===== src/rtl/pin_frame_rx.sv =====
// Byte-stream framer for the pin UART receiver: SYNC, CMD, LEN, payload, XOR checksum.
// Reports good frames and aborts (checksum, length, inter-byte timeout) as one-cycle pulses.
module pin_frame_rx #(
  parameter logic [7:0]  SYNC_BYTE = 8'hA5,
  parameter int unsigned MAX_LEN   = 16,
  parameter int unsigned TIMEOUT   = 1000,
  localparam int unsigned AW       = (MAX_LEN > 1) ? $clog2(MAX_LEN) : 1
) (
  input  logic          clk,
  input  logic          rst,
  input  logic [7:0]    dato,
  input  logic          data_rcv,
  input  logic [AW-1:0] rd_addr,
  output logic [7:0]    rd_data,
  output logic [7:0]    frame_cmd,
  output logic [7:0]    frame_len,
  output logic          frame_valid,
  output logic          frame_err,
  output logic [1:0]    err_code,
  output logic          busy
);

  localparam int unsigned   TW        = $clog2(TIMEOUT + 1);
  localparam logic [TW-1:0] TimerLast = TW'(TIMEOUT - 1);
  localparam logic [7:0]    MaxLen8   = 8'(MAX_LEN);
  localparam logic [AW:0]   MaxLenA   = (AW + 1)'(MAX_LEN);

  typedef enum logic [2:0] {StHunt, StCmd, StLen, StPayload, StChk} state_e;

  state_e        state_q, state_d;
  logic [7:0]    chk_q, chk_d;
  logic [7:0]    cmd_q, cmd_d;
  logic [7:0]    len_q, len_d;
  logic [AW-1:0] idx_q, idx_d;
  logic [TW-1:0] timer_q, timer_d;
  logic [7:0]    frame_cmd_q, frame_cmd_d;
  logic [7:0]    frame_len_q, frame_len_d;
  logic          frame_valid_q, frame_valid_d;
  logic          frame_err_q, frame_err_d;
  logic [1:0]    err_code_q, err_code_d;
  logic [7:0]    rd_data_q, rd_data_d;
  logic          mem_we;
  logic [7:0]    pl_mem_q [MAX_LEN];

  always_comb begin
    state_d       = state_q;
    chk_d         = chk_q;
    cmd_d         = cmd_q;
    len_d         = len_q;
    idx_d         = idx_q;
    frame_cmd_d   = frame_cmd_q;
    frame_len_d   = frame_len_q;
    frame_valid_d = 1'b0;
    frame_err_d   = 1'b0;
    err_code_d    = err_code_q;
    mem_we        = 1'b0;
    // Timer restarts on every byte and idles at zero while hunting.
    timer_d       = (state_q == StHunt || data_rcv) ? '0 : timer_q + TW'(1);

    if (data_rcv) begin
      unique case (state_q)
        StHunt: begin
          if (dato == SYNC_BYTE) begin
            state_d = StCmd;
            chk_d   = 8'h00;
          end
        end
        StCmd: begin
          cmd_d   = dato;
          chk_d   = dato;
          state_d = StLen;
        end
        StLen: begin
          if (dato > MaxLen8) begin
            frame_err_d = 1'b1;
            err_code_d  = 2'd2;
            state_d     = StHunt;
          end else begin
            len_d   = dato;
            chk_d   = chk_q ^ dato;
            idx_d   = '0;
            state_d = (dato == 8'h00) ? StChk : StPayload;
          end
        end
        StPayload: begin
          mem_we = 1'b1;
          chk_d  = chk_q ^ dato;
          idx_d  = idx_q + AW'(1);
          if (8'(idx_q) == len_q - 8'd1) state_d = StChk;
        end
        StChk: begin
          if (dato == chk_q) begin
            frame_valid_d = 1'b1;
            frame_cmd_d   = cmd_q;
            frame_len_d   = len_q;
          end else begin
            frame_err_d = 1'b1;
            err_code_d  = 2'd1;
          end
          state_d = StHunt;
        end
        default: state_d = StHunt;
      endcase
    end else if (state_q != StHunt && timer_q == TimerLast) begin
      frame_err_d = 1'b1;
      err_code_d  = 2'd3;
      state_d     = StHunt;
    end

    rd_data_d = ({1'b0, rd_addr} < MaxLenA) ? pl_mem_q[rd_addr] : 8'h00;
  end

  always_ff @(posedge clk) begin
    if (rst) begin
      state_q       <= StHunt;
      chk_q         <= 8'h00;
      cmd_q         <= 8'h00;
      len_q         <= 8'h00;
      idx_q         <= '0;
      timer_q       <= '0;
      frame_cmd_q   <= 8'h00;
      frame_len_q   <= 8'h00;
      frame_valid_q <= 1'b0;
      frame_err_q   <= 1'b0;
      err_code_q    <= 2'd0;
      rd_data_q     <= 8'h00;
    end else begin
      state_q       <= state_d;
      chk_q         <= chk_d;
      cmd_q         <= cmd_d;
      len_q         <= len_d;
      idx_q         <= idx_d;
      timer_q       <= timer_d;
      frame_cmd_q   <= frame_cmd_d;
      frame_len_q   <= frame_len_d;
      frame_valid_q <= frame_valid_d;
      frame_err_q   <= frame_err_d;
      err_code_q    <= err_code_d;
      rd_data_q     <= rd_data_d;
    end
  end

  // Payload storage carries no reset; only a new frame's payload overwrites it.
  always_ff @(posedge clk) begin
    if (mem_we) pl_mem_q[idx_q] <= dato;
  end

  assign rd_data     = rd_data_q;
  assign frame_cmd   = frame_cmd_q;
  assign frame_len   = frame_len_q;
  assign frame_valid = frame_valid_q;
  assign frame_err   = frame_err_q;
  assign err_code    = err_code_q;
  assign busy        = (state_q != StHunt);

endmodule

===== config.mk =====
export PLATFORM = sky130hd
export DESIGN_NAME = pin_frame_rx
export DESIGN_NICKNAME = d
export VERILOG_FILES = /design/src/rtl/pin_frame_rx.sv
export SDC_FILE = /design/constraint.sdc
export NUM_CORES = 1
export LEC_CHECK = 0
export ABC_AREA = 1
export ABC_CLOCK_PERIOD_IN_PS = 4400
export BUFFER_PORTS_ARGS = -buffer_cell sky130_fd_sc_hd__buf_2
export CORE_MARGIN = 2
export CORE_UTILIZATION = 65
export DETAILED_ROUTE_END_ITERATION = 10
export PLACE_DENSITY = 0.84
export SLEW_MARGIN = 20
export SYNTH_ARGS = -nofsm -noshare
export SYNTH_HDL_FRONTEND = slang
export SYNTH_SLANG_ARGS = --single-unit
export TNS_END_PERCENT = 100

===== constraint.sdc =====
create_clock -name clk -period 4.4 [get_ports clk]
set_input_delay 0.22 -clock clk [delete_from_list [all_inputs] [get_ports clk]]
set_output_delay 0.22 -clock clk [all_outputs]
set_load 0.01 [all_outputs]

==> reports/results.env, run 1 <==
RUN_STATUS='complete, no violations'
FINAL_LAYOUT_SETUP_TOTAL_NEGATIVE_SLACK_NS=0
END_KIND='flip-flop'
DRIVE_ABOVE_1_SHARE=0.127
DETAIL_ROUTE.VIAS_PER_CELL=6.24
POSTSYNTHNETCOUNT=791
SETUP_REPAIR_AFTER_GLOBAL_ROUTING_MISSED_ITS_MARGIN='false'
DRC=0
POST-ROUTE-PERIOD-UTIL=0.518
FILLERINSTANCES=819
GROUTE.LAYER.MET1.USAGE=0.377
CHIPHEIGHT_UM=116
WORST-PATH-MAX-FANOUT=8
YOSYSSEQAREASHARE=0.642
CRITICAL_PATH.STARTPOINT_TYPE='flip-flop'
FLOORPLAN.CORE_AREA_UM2=12100
CTSROOTBUFFERMASTER='sky130_fd_sc_hd__clkbuf_16'
AREA_GROWTH_PCT=11.3
POSTSYNTHCELLCOUNT=770
SYNTH.YOSYS.WARNINGS=0
GLOBALPLACE.CONGESTION=0.875
SYNTH.TOP_CELLS.BY_AREA='sky130_fd_sc_hd__edfxtp_1 47%, sky130_fd_sc_hd__dfxtp_1 17%, sky130_fd_sc_hd__nor2_1 6.0%, sky130_fd_sc_hd__o21ai_0 5.4%, sky130_fd_sc_hd__nand2_1 3.4%'
SYNTH-MAIN-FF-CELL='sky130_fd_sc_hd__edfxtp_1'
PLACE_HPWL_MM=11.5
PIN_COUNT_OF_THE_BIGGEST_NET_ENTERING_GLOBAL_ROUTING=66
GLOBALROUTEMET3UTIL=0.0701
MAX_SLEW_HEADROOM_AT_THE_WORST_PIN=0.293
SETUP-VIOLATIONS-FINAL=0
CLOCK_LATENCY_NS=0.44
WORST_IR_DROP_VDD_mV=0.385
CTS.HOLD.BUFFERS_ADDED=0
ANTENNADIODECOUNT=0
WORST_CLOCK_SKEW_NS=0.0103
CLK_TRANSITION_REPORTED_PATHS_NS=0.07
WIRELENGTH_MM=18.7
CLOCKBUFFERDEPTH=2
HP-CLASS='in -> reg'
LAYOUT_COMMONEST_CELL='sky130_fd_sc_hd__nor2_1'
CLKSINKCOUNT=197
POST-SYNTH-TOP-AREA-FRACTION=0.472
DIE-WIDTH_UM=116
TIMING.FINAL.CRIT_PERIOD_NS=2.28
DIE-AREA_UM2=13400
ROW_COUNT=40
GLOBAL_ROUTE.USAGE.MET2=0.482
SETUP.WORST_PATH.CLASS='reg -> reg'
CTS_TREE='done'
FINALMAXSLEWVIOLATIONS=0
DR.PASS1.ITERS=6
SLEW_AT_THE_PIN_WITH_THE_WORST_MAX_SLEW_SLACK_NS=1.06
SYNTH.AVG_CELL_AREA_UM2=10.6
GRT_PASS1_WL_MM=29.6
PWR-SHARE-SEQ=0.480
PWR-SHARE-COMB=0.143
GRT-OVFL-TOTAL=0
DRV.MAX_CAP_VIOLATION_COUNT=0
WORST_EP_ARRIVAL_TIME_NS=2.34
INTPOWER_uW=3250
WL_PER_CELL_UM=19.0
CTS.REPAIR.RESIZED=0
HOLDWS_NS=0.159
GRT_ANTENNA_BEFORE_REPAIR=0
SYN-CELL-AREA_UM2=8140
GROUTE.USAGE.OVERALL=0.292
LAYOUT_COMMON_CELLS='130 x sky130_fd_sc_hd__nor2_1, 128 x sky130_fd_sc_hd__edfxtp_1, 88 x sky130_fd_sc_hd__o21ai_0, 74 x sky130_fd_sc_hd__nand2_1, 69 x sky130_fd_sc_hd__dfxtp_1'
TOTAL_NUMBER_OF_H_TREE_LEVELS=4
IO_PINS=44
POWER.CLOCK.FRACTION=0.378
SYNTH_LARGEST_AREA_CELL='sky130_fd_sc_hd__edfxtp_1'
NETSWITCHINGFRACTION=0.265
TOTAL_LEAKAGE_POWER_uW=0.00318
SYNTH-ASYNC-RESET-RATIO=0
DRT-INITIAL-DRC-COUNT=895
CTS_MADE_BUFFERS=17
SYNTH_EDF_COUNT=128
PWR_DENSITY_CELL_nW_PER_UM2=489
SYNTH_CELL_TYPES=40
P_SWITCHING_uW=1180
DR_TOTAL_VIAS=6128
TIMING_HOLD_VIOLATIONS_FINAL=0
YS_FF_LATCH=197
CTS.REPAIR_TIMING.SETUP_BUFFER_COUNT=0
START_UTIL=0.672
WORST-ENDPOINT-REQUIRED_NS=4.46
GRT_MOST_USED_LAYER='met2'
FINAL_ANTENNA_NET_COUNT=0
GRT_PASS1_VIAS=5896
ACHIEVABLE-FREQUENCY_MHz=439
PORT-BUFFER-COUNT=43
FINAL_NETS=822
## cells by family after synthesis
group                      Yosys count  synth area share
AOI/OAI and AO/OA                  205             0.149
xor gates and xnor gates            12            0.0129
adders and majority gates            6           0.00922
buffers and inverters               96            0.0489
DFF                                197             0.642
and+or+nand+nor                    254             0.138
## registers in the layout (all words and copies together), names as in the netlist
name and cells:
chk_q 8, cmd_q 8, err_code 2, frame_cmd 8, frame_err 1, frame_len 8, frame_valid 1, idx_q 4
len_q 8, pl_mem_q 128, rd_data 8, state_q 3, timer_q 10
## worst max-delay path: stages, from the launching register on
cell and delay, ns:
sky130_fd_sc_hd__dfxtp_1 0.49, sky130_fd_sc_hd__inv_2 0.11, sky130_fd_sc_hd__nor2_2 0.10, sky130_fd_sc_hd__inv_2 0.07, sky130_fd_sc_hd__nor2_4 0.12, sky130_fd_sc_hd__inv_2 0.07, sky130_fd_sc_hd__nor2_4 0.14, sky130_fd_sc_hd__nand2_1 0.13
sky130_fd_sc_hd__nor2_1 0.67
## layout make-up
cell class	count	area, µm²	area share
Clock buffer	18	429	0.0474
Clock inverter	14	209	0.0231
Inverter	64	245	0.0271
Multi-Input combinational cell	477	2520	0.278
Sequential cell	197	5230	0.577
Tap cell	168	210	0.0232
Timing Repair Buffer	44	223	0.0246
## cell usage after synthesis (2+ instances only)
cell type,n
sky130_fd_sc_hd__xnor2_1,4
sky130_fd_sc_hd__nor2_4,4
sky130_fd_sc_hd__nand4_1,5
sky130_fd_sc_hd__nor3_1,4
sky130_fd_sc_hd__a211oi_1,5
sky130_fd_sc_hd__edfxtp_1,128
sky130_fd_sc_hd__o21ai_2,3
sky130_fd_sc_hd__a211oi_2,2
sky130_fd_sc_hd__o211ai_1,10
sky130_fd_sc_hd__nand2_1,74
sky130_fd_sc_hd__inv_2,6
sky130_fd_sc_hd__nor3_4,2
sky130_fd_sc_hd__inv_1,55
sky130_fd_sc_hd__nand3_1,25
sky130_fd_sc_hd__nand3_2,2
sky130_fd_sc_hd__o21ai_0,88
sky130_fd_sc_hd__xor2_1,8
sky130_fd_sc_hd__o21ai_1,12
sky130_fd_sc_hd__clkbuf_1,26
sky130_fd_sc_hd__a21oi_2,5
sky130_fd_sc_hd__ha_1,6
sky130_fd_sc_hd__a31oi_1,2
sky130_fd_sc_hd__o221ai_1,22
sky130_fd_sc_hd__o22ai_1,13
sky130_fd_sc_hd__dfxtp_1,69
sky130_fd_sc_hd__a21oi_1,42
sky130_fd_sc_hd__buf_2,2
sky130_fd_sc_hd__buf_6,4
sky130_fd_sc_hd__inv_4,2
sky130_fd_sc_hd__nor2_1,130
## per-layer routing
layer	wire length, µm	up-vias
li1	-	2772
met1	7150	2891
met2	9100	406
met3	1920	59
met4	491	0
met5	0	-
## power groups by stage
stage          clock network [µW]  logic (µW)  registers [µW]
2_1_floorplan                   0         453            2150
4_1_cts                      1670         621            2120
6_report                     1670         632            2120
5_1_grt                      1750         704            2130
3_3_place_gp                    0         587            2150
3_5_place_dp                    0         614            2160
## per-stage QoR
| stage | setup slack, ns | utilization | instance area, µm² | total power (µW) | std cells |
|---|---|---|---|---|---|
| 2_1_floorplan | 2.60 | - | 8140 | 2610 | 770 |
| 3_3_place_gp | 2.11 | 0.695 | 8420 | 2740 | 950 |
| 3_5_place_dp | 1.98 | 0.695 | 8420 | 2780 | 950 |
| 4_1_cts | 2.13 | 0.748 | 9060 | 4420 | 982 |
| 5_1_grt | 2.01 | 0.748 | 9060 | 4580 | 982 |
| 6_report | 2.12 | 0.748 | 9060 | 4430 | 982 |
## path summary, 6_finish.rpt
kind                                                start                         to  slack, ns  cells past startpoint
worst max-delay path              state_q[0]$_SDFFE_PP0P_  pl_mem_q[10][5]$_DFFE_PP_       2.12                      8
worst max register to register    state_q[0]$_SDFFE_PP0P_  pl_mem_q[10][5]$_DFFE_PP_       2.12                      8
worst min-delay path                           rd_addr[3]      rd_data[1]$_SDFF_PP0_       0.16                      3
worst min register to register  frame_len[5]$_SDFFE_PP0P_  frame_len[5]$_SDFFE_PP0P_       0.45                      2
Note: power is estimated with default switching activity, not from simulation.
==> run 2, diff against run 1 <==
--- a/config.mk
+++ b/config.mk
@@ -6,12 +6,12 @@
 export NUM_CORES = 1
 export LEC_CHECK = 0
 export ABC_AREA = 1
-export ABC_CLOCK_PERIOD_IN_PS = 4400
+export ABC_CLOCK_PERIOD_IN_PS = 2100
 export BUFFER_PORTS_ARGS = -buffer_cell sky130_fd_sc_hd__buf_2
 export CORE_MARGIN = 2
-export CORE_UTILIZATION = 65
+export CORE_UTILIZATION = 61
 export DETAILED_ROUTE_END_ITERATION = 10
-export PLACE_DENSITY = 0.84
+export PLACE_DENSITY = 0.8
 export SLEW_MARGIN = 20
 export SYNTH_ARGS = -nofsm -noshare
 export SYNTH_HDL_FRONTEND = slang
==> constraint.sdc (replaced) <==
create_clock -name clk -period 2.1 [get_ports clk]
set_input_delay 0.105 -clock clk [delete_from_list [all_inputs] [get_ports clk]]
set_output_delay 0.105 -clock clk [all_outputs]
set_load 0.01 [all_outputs]
==> reports/results.env, run 2 (synthesized netlist as in run 1, its figures left out) <==
RUN_STATUS='complete, no violations'
SLEW_AT_THE_PIN_WITH_THE_WORST_MAX_SLEW_SLACK_NS=0.487  # -0.574 ns
DPL.CELL_COUNT=994  # +4.6%
PLACE_HPWL_MM=12.5  # +8.4%
CHIPHEIGHT_UM=120  # +3.1%
TIMING.FINAL.CRIT_PERIOD_NS=1.91  # -0.367 ns
END_KIND='flip-flop'
MAX_SLEW_HEADROOM_AT_THE_WORST_PIN=0.675  # +0.382
FILLERINSTANCES=924  # +13%
TOTAL_LEAKAGE_POWER_uW=0.00335  # +5.1%
WORST_CLOCK_SKEW_NS=0.00700  # -0.00332 ns
GRT_PASS1_VIAS=5880  # -0.27%
LARGEST_REGISTER_FFS=128  # unchanged
PATH_BUF_INV=2  # -1
SETUP-VIOLATIONS-FINAL=0  # unchanged
GRT_PASS1_WL_MM=29.9  # +1.0%
CTS_TREE='done'
DR.PASS1.ITERS=5  # -1
SETUP.WORST_PATH.CLASS='reg -> reg'
DRV.MAX_CAP_VIOLATION_COUNT=0  # unchanged
CTS.HOLD.BUFFERS_ADDED=0  # unchanged
CTS_MADE_BUFFERS=17  # unchanged
REGISTER_BANK_WITH_THE_MOST_FLOPS='pl_mem_q'
PATH_DEPTH=14  # +6
TIMING.RR.END='state_q[1]$_SDFFE_PP0P_'
DIE-WIDTH_UM=120  # +3.1%
HOLD_END='rd_data[7]$_SDFF_PP0_'
PWR_DENSITY_CELL_nW_PER_UM2=957  # +96%
IO_PINS=44  # unchanged
CLKSINKCOUNT=197  # unchanged
FINAL_NETS=858  # +4.4%
GLOBALPLACE.CONGESTION=0.873  # -0.23%
GRT-OVFL-TOTAL=0  # unchanged
FINAL_LAYOUT_SETUP_TOTAL_NEGATIVE_SLACK_NS=0  # unchanged
CRIT_PATH_START='len_q[0]$_SDFFE_PP0P_'
ACHIEVABLE-FREQUENCY_MHz=523  # +19%
DETAIL_ROUTE.VIAS_PER_CELL=5.85  # -6.2%
MULTI_INPUT_AREA_UM2=2520  # about the same
TIMING_HOLD_VIOLATIONS_FINAL=0  # unchanged
ANTENNADIODECOUNT=0  # unchanged
CLOCKBUFFERDEPTH=2  # unchanged
FINAL_ANTENNA_NET_COUNT=0  # unchanged
WIRELENGTH_MM=18.8  # +0.83%
REG2REG_SETUP_SLACK_NS=0.19  # -1.93 ns
DIE-AREA_UM2=14300  # +6.3%
WORST_R2R_STARTPOINT='len_q[0]$_SDFFE_PP0P_'
CELL_CHAIN_CRITICAL_PATH='inv_1, ha_1, inv_1, nand2_1, nand2_1, nand2_1, nor2_1, nand3_1, nor2_1, nand2_1, nand2_2, nand3_1, nand2_1, nor2_1'
CRITICAL-PATH-TOP-CELL-BY-COUNT='sky130_fd_sc_hd__nand2_1'
FINALMAXSLEWVIOLATIONS=0  # unchanged
DRIVE_ABOVE_1_SHARE=0.167  # +0.0405
LAYOUT_COMMONEST_CELL='sky130_fd_sc_hd__nor2_1'
GRT_ANTENNA_BEFORE_REPAIR=0  # unchanged
LARGEST_INCREMENTAL_DELAY_ON_THE_CRITICAL_PATH_NS=0.37  # -0.30 ns
START_UTIL=0.620  # -0.0525
PIN_COUNT_OF_THE_BIGGEST_NET_ENTERING_GLOBAL_ROUTING=65  # -1.5%
TOTAL_NUMBER_OF_H_TREE_LEVELS=4  # unchanged
GROUTE.USAGE.OVERALL=0.274  # -0.0179
AREA.SEQUENTIAL_UM2=5230  # unchanged
CLOCK_LATENCY_NS=0.44  # about the same
STDCELL_COUNT=1026  # +4.5%
REG2REGPATHDEPTH=14  # +6
WORST-PATH-MAX-FANOUT=6  # -2
LAYOUT_COMMON_CELLS='130 x sky130_fd_sc_hd__nor2_1, 128 x sky130_fd_sc_hd__edfxtp_1, 88 x sky130_fd_sc_hd__o21ai_0, 73 x sky130_fd_sc_hd__nand2_1, 69 x sky130_fd_sc_hd__dfxtp_1'
WORST_EP_ARRIVAL_TIME_NS=2.24  # -0.10 ns
HP-START='rd_addr[3]'
DRT-INITIAL-DRC-COUNT=766  # -14%
CLK_TRANSITION_REPORTED_PATHS_NS=0.07  # about the same
DRC=0  # unchanged
WORST_IR_DROP_VDD_mV=0.691  # +80%
WORST-ENDPOINT-REQUIRED_NS=2.43  # -2.03 ns
CRIT_PATH_TOP_DELAY_CELL='sky130_fd_sc_hd__dfxtp_1'
POST-ROUTE-PERIOD-UTIL=0.910  # +0.392
ROW_COUNT=42  # +5.0%
HP-CLASS='in -> reg'
WL_PER_CELL_UM=18.3  # -3.5%
PORT-BUFFER-COUNT=43  # unchanged
TOP_REGS='pl_mem_q: 128 flops, timer_q: 10 flops'
AREA_GROWTH_PCT=14.2
CRITICAL_PATH.STARTPOINT_TYPE='flip-flop'
SETUP_REPAIR_AFTER_GLOBAL_ROUTING_MISSED_ITS_MARGIN='false'
DR_TOTAL_VIAS=6007  # -2.0%
CPLARGESTDELAYFAMILY='simple AND/OR/NAND/NOR gates'
HOLDPATHSTAGES=3  # unchanged
FLOORPLAN.CORE_AREA_UM2=13100  # +8.5%
CTSROOTBUFFERMASTER='sky130_fd_sc_hd__clkbuf_16'
## run 2: cell types whose count changed in the layout (fill, tap and decap cells not counted), sizes merged
cell / change
buf: +36
bufinv: -4
clkinv: +1
inv: +3
## run 2: cell type report
| type | instances | share of cell area |
|---|---|---|
| Clock buffer | 18 | 0.0473 |
| Clock inverter | 14 | 0.0136 |
| Inverter | 64 | 0.0264 |
| Multi-Input combinational cell | 477 | 0.271 |
| Sequential cell | 197 | 0.562 |
| Tap cell | 176 | 0.0237 |
| Timing Repair Buffer | 80 | 0.0557 |
## run 2: timing repair
item	4_1_cts	5_1_grt
setup buffers	0	0
gates resized for setup	0	1
setup endpoints to repair	0	2
endpoints found under the hold margin	0	0
## run 2: per-stage QoR
stage / total power [µW] / hold slack, ns / worst slack [ns] / instance area (µm²) / util
floorplan: 5460 / 0.204 / 0.298 / 8140 / -
global placement: 5810 / 0.430 / 0.241 / 8720 / 0.664
detailed placement: 5860 / 0.435 / 0.189 / 8720 / 0.664
CTS: 8900 / 0.0416 / 0.141 / 9290 / 0.707
global route: 9260 / 0.0639 / 0.00953 / 9290 / 0.707
finish: 8890 / 0.0540 / 0.189 / 9290 / 0.707
## run 2: report_power, final
group	internal, µW	total (µW)	switching (µW)
sequential	4290	4430	143
clock	1670	3080	1410
combinational	460	1380	923
total	6420	8890	2470
## run 2: worst max path at each step
| stage | end |
|---|---|
| floorplan | pl_mem_q[10][0]$_DFFE_PP_ |
| global placement | state_q[2]$_SDFFE_PP0P_ |
| detailed placement | state_q[1]$_SDFFE_PP0P_ |
| CTS | state_q[1]$_SDFFE_PP0P_ |
| global route | frame_cmd[3]$_SDFFE_PP0P_ |
| finish | state_q[1]$_SDFFE_PP0P_ |
## run 2: layer usage
layer  vias up  global-route usage  part of all wire  wire length, µm
li1       2845                   -                 -                -
met1      2852               0.353              0.41             7750
met2       261               0.443              0.48             9090
met3        49              0.0556             0.066             1240
met4         0               0.144             0.040              747
met5         -                   0                 0                0
## run 2: worst min-delay path: cells and delay by family
family | cells | cell delay [ns]
AO/OA/AOI/OAI | 1 | 0.06
buffers and inverters | 1 | 0.17
AND/OR/NAND/NOR | 1 | 0.10
